`src/rtl/fn_rec_pkg.sv`:
```
// Shared widths, FSM states and exponent constants for the IEEE-to-recoded float converter.
// The converter is single-operand and valid/ready handshaked; nothing in this package holds state.
package fn_rec_pkg;
  localparam int EXP_W     = 11;
  localparam int SIG_W     = 53;
  localparam int FRAC_W    = SIG_W - 1;
  localparam int REC_EXP_W = EXP_W + 1;
  localparam int CNT_W     = 6;

  localparam logic [REC_EXP_W-1:0] BIAS_NORM = 12'h401;
  localparam logic [REC_EXP_W-1:0] BIAS_SUB  = 12'h402;
  localparam logic [REC_EXP_W-1:0] EXP_ZERO  = 12'h000;
  localparam logic [REC_EXP_W-1:0] EXP_INF   = 12'hC00;
  localparam logic [REC_EXP_W-1:0] EXP_NAN   = 12'hE00;

  typedef enum logic [1:0] {
    IDLE = 2'd0,
    NORM = 2'd1,
    DONE = 2'd2
  } state_t;
endpackage

```
`src/rtl/fn_classify.sv`:
```
// Combinational operand classification: zero, subnormal, infinity, NaN (plus signalling NaN
// when FN_TO_REC_FN_SNAN_FLAG_EN is defined). Zero latency, no flow control.
module fn_classify #(
  parameter int EXP_WIDTH = 11,
  parameter int SIG_WIDTH = 53
) (
  input  logic [EXP_WIDTH-1:0] exp_in,
  input  logic [SIG_WIDTH-2:0] frac_in,
  output logic                 is_zero,
  output logic                 is_sub,
  output logic                 is_inf,
`ifdef FN_TO_REC_FN_SNAN_FLAG_EN
  output logic                 is_snan,
`endif
  output logic                 is_nan
);
  logic exp_zero, exp_ones, frac_zero;

  assign exp_zero  = (exp_in == '0);
  assign exp_ones  = &exp_in;
  assign frac_zero = (frac_in == '0);

  assign is_zero = exp_zero & frac_zero;
  assign is_sub  = exp_zero & ~frac_zero;
  assign is_inf  = exp_ones & frac_zero;
  assign is_nan  = exp_ones & ~frac_zero;
`ifdef FN_TO_REC_FN_SNAN_FLAG_EN
  // Quiet bit clear marks a signalling NaN.
  assign is_snan = is_nan & ~frac_in[SIG_WIDTH-2];
`endif
endmodule

```
`src/rtl/fn_to_rec_fn_iter.sv`:
```
// IEEE binary64 to recoded-float converter; normals/specials 1 cycle, subnormals k+2 cycles (k = leading zeros),
// result held until io_out_ready; FN_TO_REC_FN_SNAN_FLAG_EN adds a registered io_out_snan flag.
module fn_to_rec_fn_iter
  import fn_rec_pkg::*;
#(
  parameter int EXP_WIDTH = EXP_W,
  parameter int SIG_WIDTH = SIG_W
) (
  input  logic                           clk,
  input  logic                           reset,
  input  logic                           io_in_valid,
  output logic                           io_in_ready,
  input  logic [EXP_WIDTH+SIG_WIDTH-1:0] io_in_bits,
  output logic                           io_out_valid,
  input  logic                           io_out_ready,
`ifdef FN_TO_REC_FN_SNAN_FLAG_EN
  output logic                           io_out_snan,
`endif
  output logic [EXP_WIDTH+SIG_WIDTH:0]   io_out_bits
);
  localparam int FW = SIG_WIDTH - 1;
  localparam int RW = EXP_WIDTH + 1;
  localparam int IW = EXP_WIDTH + SIG_WIDTH;

  state_t            state_q, state_d;
  logic [FW-1:0]     shreg_q;
  logic [CNT_W-1:0]  cnt_q;
  logic              sign_q;
  logic [IW:0]       out_q;

  logic                 in_sign;
  logic [EXP_WIDTH-1:0] in_exp;
  logic [FW-1:0]        in_frac;
  logic                 is_zero, is_sub, is_inf, is_nan;
  logic                 accept, load_direct, load_sub, start_norm;
  logic [RW-1:0]        direct_exp, sub_exp;
  logic [FW-1:0]        shifted;
  logic                 msb;

  assign in_sign = io_in_bits[IW-1];
  assign in_exp  = io_in_bits[IW-2 -: EXP_WIDTH];
  assign in_frac = io_in_bits[FW-1:0];

`ifdef FN_TO_REC_FN_SNAN_FLAG_EN
  logic is_snan;
  logic snan_q;
`endif

  fn_classify #(.EXP_WIDTH(EXP_WIDTH), .SIG_WIDTH(SIG_WIDTH)) u_classify (
    .exp_in  (in_exp),
    .frac_in (in_frac),
    .is_zero (is_zero),
    .is_sub  (is_sub),
    .is_inf  (is_inf),
`ifdef FN_TO_REC_FN_SNAN_FLAG_EN
    .is_snan (is_snan),
`endif
    .is_nan  (is_nan)
  );

  assign io_in_ready  = (state_q == IDLE) | ((state_q == DONE) & io_out_ready);
  assign io_out_valid = (state_q == DONE);
  assign io_out_bits  = out_q;
  assign accept       = io_in_valid & io_in_ready;

  assign msb     = shreg_q[FW-1];
  assign shifted = {shreg_q[FW-2:0], 1'b0};
  // Subnormal exponent is ~k + 0x402 in RW bits; the upper bits of ~k are all ones.
  assign sub_exp = {{(RW-CNT_W){1'b1}}, ~cnt_q} + BIAS_SUB;

  always_comb begin
    direct_exp = {1'b0, in_exp} + BIAS_NORM;
    if (is_zero)     direct_exp = EXP_ZERO;
    else if (is_inf) direct_exp = EXP_INF;
    else if (is_nan) direct_exp = EXP_NAN;
  end

  always_comb begin
    state_d     = state_q;
    load_direct = 1'b0;
    load_sub    = 1'b0;
    start_norm  = 1'b0;
    case (state_q)
      IDLE, DONE: begin
        if (accept) begin
          if (is_sub) begin
            state_d    = NORM;
            start_norm = 1'b1;
          end else begin
            state_d     = DONE;
            load_direct = 1'b1;
          end
        end else if (state_q == DONE && io_out_ready) begin
          state_d = IDLE;
        end
      end
      NORM: begin
        if (msb) begin
          state_d  = DONE;
          load_sub = 1'b1;
        end
      end
      default: state_d = IDLE;
    endcase
  end

  always_ff @(posedge clk) begin
    if (reset) state_q <= IDLE;
    else       state_q <= state_d;
  end

  always_ff @(posedge clk) begin
    if (reset) begin
      shreg_q <= '0;
      cnt_q   <= '0;
      sign_q  <= 1'b0;
      out_q   <= '0;
    end else begin
      if (start_norm) begin
        shreg_q <= in_frac;
        cnt_q   <= '0;
        sign_q  <= in_sign;
      end else if (state_q == NORM) begin
        shreg_q <= shifted;
        if (!msb) cnt_q <= cnt_q + CNT_W'(1);
      end
      if (load_direct) out_q <= {in_sign, direct_exp, in_frac};
      else if (load_sub) out_q <= {sign_q, sub_exp, shifted};
    end
  end

`ifdef FN_TO_REC_FN_SNAN_FLAG_EN
  always_ff @(posedge clk) begin
    if (reset)            snan_q <= 1'b0;
    else if (load_direct) snan_q <= is_snan;
    else if (load_sub)    snan_q <= 1'b0;
  end
  assign io_out_snan = snan_q;
`endif
endmodule

```
`config.mk`:
```
export PLATFORM = sky130hd
export DESIGN_NAME = fn_to_rec_fn_iter
export DESIGN_NICKNAME = d
export VERILOG_FILES = /design/src/rtl/fn_rec_pkg.sv /design/src/rtl/fn_classify.sv /design/src/rtl/fn_to_rec_fn_iter.sv
export SDC_FILE = /design/constraint.sdc
export NUM_CORES = 1
export LEC_CHECK = 0
export ABC_AREA = 1
export CAP_MARGIN = 0
export CORE_ASPECT_RATIO = 1.5
export CORE_MARGIN = 8
export CORE_UTILIZATION = 58
export DETAILED_ROUTE_END_ITERATION = 8
export PLACE_DENSITY = 0.87
export SYNTH_ARGS = -nofsm -noshare
export SYNTH_HDL_FRONTEND = slang
export SYNTH_SLANG_ARGS = --single-unit
```
`constraint.sdc`:
```
create_clock -name clk -period 3.7 [get_ports clk]
set_clock_uncertainty 0.1 [all_clocks]
set_input_delay 0.37 -clock clk [delete_from_list [all_inputs] [get_ports clk]]
set_output_delay 0.37 -clock clk [all_outputs]
set_load 0.1 [all_outputs]
```
==> flow_summary.toml <==
[status]
status = "complete, no violations"

[global_route]
grt_max_degree = 85
track_usage = 0.2508
grt_pass1_vias = 7878
grt_pass1_wl_mm = 35.58
overflow = 0
antenna_found_initial = 0

[critical_path]
cp_max_fo = 44
path_common_cell = "nand2_1"
r2r_cells = 9
worstSetupStartpoint = "io_out_ready"
cp-end-kind = "flop"
required_ns = 3.95
slowest_delay_ns = 0.53
r2r_end = "io_out_bits[27]"
r2r_start = "state_q[0]"
arrival_ns = 2.88
crit_path_end = "io_out_bits[27]"
startpoint_type = "input pin"
critPathKind = "input pin to flop"
rrSetupSlack_ns = 1.10
slowest_stage = "nand2_4"
crit_chain = "clkdlybuf4s50_1 -> inv_1 -> a21oi_1 -> nand2_1 -> clkinv_2 -> nand2_4 -> buf_4 -> nand2_1 -> nand2_1 -> clkinv_1 -> nor2_1"

[finish]
syn2layout_area_growth_pct = 23.74
fin_cells = 1478
layout-drive-gt1-share = 0.05686
diodes = 0
nNetsFinal = 1380

[drt]
vias = 8058
drc_errors = 0
drt_wl_total_mm = 21.42
drt_first_iter_violations = 656
drt-wirelength-per-cell_um = 14.49
ant_nets = 0
dr.pass1.iters = 5
vias_per_cell = 5.452

[cts]
clk_latency_ns = 0.41
cts_resized = 0
cts_setup_buffers = 0
clock-sinks = 126
cts_tree = "done"
h-tree-depth = 4
cts-buffers-inserted = 17
holdBufCountCts = 0
clk_pin_slew_worst_paths_ns = 0.06
cts_max_path_buffers = 2
clockRootBuffer = "clkbuf_16"

[sta]
post-route-period-util = 0.7114
max_slew_margin = 0.3050
hold_viol_final = 0
rsz0062_at_grt = "false"
layout_setup_ws_ns = 1.068
fmax_ghz = 0.3799
setup_tns_ns = 0
worstMarginPinSlew_ns = 1.039
drv_slew = 0
finalSetupViolCount = 0
min_period_ns = 2.632
hold_slack_ns = 0.3773

[placement]
gp_congestion = 0.9125
dp.cells = 1446
io_buffer_count = 134
dp_slack_ns = 0.7047
dp_hpwl_mm = 13.38

[synthesis]
synthTopCellsByArea = "dfxtp_1 33%, nand2_1 18%, nand3_1 7.5%"
synth_edf_count = 0
ys_warn_count = 0
ys_types = 32
syn-num-nets = 1300
synth_top_area_cell = "dfxtp_1"
syn_area_mm2 = 0.007662
synthArstFlopShare = 0
syn_inst = 1226
ys_top_cells_by_count = "366 x nand2_1, 126 x dfxtp_1, 115 x nand3_1, 111 x nor2_1, 82 x inv_1"
netlist.area_leader.share = 0.3292
synth_seq_area_share = 0.3292
yosysMostFrequentCell = "nand2_1"
ys_ff_latch = 126
synth_ff_type = "dfxtp_1"
avgSynthCellArea_um2 = 6.250

[floorplan]
design.core.area_mm2 = 0.01295
ios = 135
initial_core_util = 0.5915
die_area_mm2 = 0.01722
fp-row-count = 51
die_w_um = 109.8
die_h_um = 156.8

[power]
power_density_mw_per_mm2 = 418.4
p_int_uw = 2659
p_leak_uw = 0.004284
ir_drop_v = 0.0003108
switchingPower_uw = 1308
power_frac_seq = 0.362
combPwrFrac = 0.230
swShare = 0.3297
clockPowerShare = 0.408

[flow_run]
max_cap_viol_count = 0

[hold_path]
hp-class = "flop to flop"
[state kept, by name, summed over array words and instances, names as in the netlist]
register	count
state_q	2
io_out_bits	65
shreg_q	52
sign_q	1
cnt_q	6
[cell usage in the layout (no fill, tap or decap), types with 6 or more instances in the layout]
| master | count |
|---|---|
| nand2_1 | 366 |
| clkdlybuf4s50_1 | 132 |
| dfxtp_1 | 126 |
| nand3_1 | 115 |
| nor2_1 | 111 |
| inv_1 | 81 |
| a21oi_1 | 73 |
| nand3b_1 | 62 |
| nand4_1 | 57 |
| clkinv_1 | 48 |
| or2_1 | 39 |
| clkbuf_16 | 17 |
| buf_4 | 14 |
| or2_2 | 12 |
| nor3_1 | 6 |
| xor2_1 | 6 |
| ha_1 | 6 |
| clkinvlp_4 | 6 |
[per-stage QoR]
step                      cell area, um2  total power [uW]    util
after floorplan                     7662              2129       -
after global placement              8906              2366  0.6875
after detailed placement            8906              2372  0.6875
after CTS                           9482              3985  0.7320
after global routing                9482              4119  0.7320
final                               9482              3967  0.7320
[layer usage]
layer | track usage | wire length, um | up-vias
li1 | - | - | 4041
met1 | 0.2877 | 8406 | 3679
met2 | 0.4354 | 11030 | 298
met3 | 0.05517 | 1534 | 40
met4 | 0.09561 | 440 | 0
met5 | 0 | 0 | -
[area by class of cell]
class / count / area [um2]
Clock buffer: 18 / 429.2
Inverter: 136 / 513.0
Multi-Input combinational cell: 876 / 4200
Timing Repair Buffer: 149 / 1471
Tap cell: 159 / 198.9
Clock inverter: 14 / 146.4
Sequential cell: 126 / 2522
Fill cell: 1078 / 3472
[power by group through the flow]
stage	clock network [uW]	registers (uW)	logic, uW
floorplan	0	1850	282
global placement	0	1460	903
detailed placement	0	1470	907
CTS	1640	1440	913
global route	1710	1440	970
finish	1620	1440	911
[how the worst min path moves through the flow]
stage,startpoint,endpoint,depth (start not counted)
6_report,sign_q,sign_q,2
5_1_grt,sign_q,sign_q,2
4_1_cts,sign_q,sign_q,2
3_5_place_dp,sign_q,sign_q,2
3_3_place_gp,sign_q,sign_q,2
2_1_floorplan,sign_q,sign_q,2
[cell families after synthesis]
family	share of synthesized area
simple gates	0.4757
buf+inv	0.1249
flops	0.3292
compound gates	0.05242
xor+xnor	0.008001
fa+ha+maj	0.009797
[worst max-delay path, delay by kind of cell]
kind / cells / cell delay, ns
compound gates: 1 / 0.07
buf+inv: 5 / 1.40
simple gates: 5 / 0.99
Power figures use the tool's default switching activity.
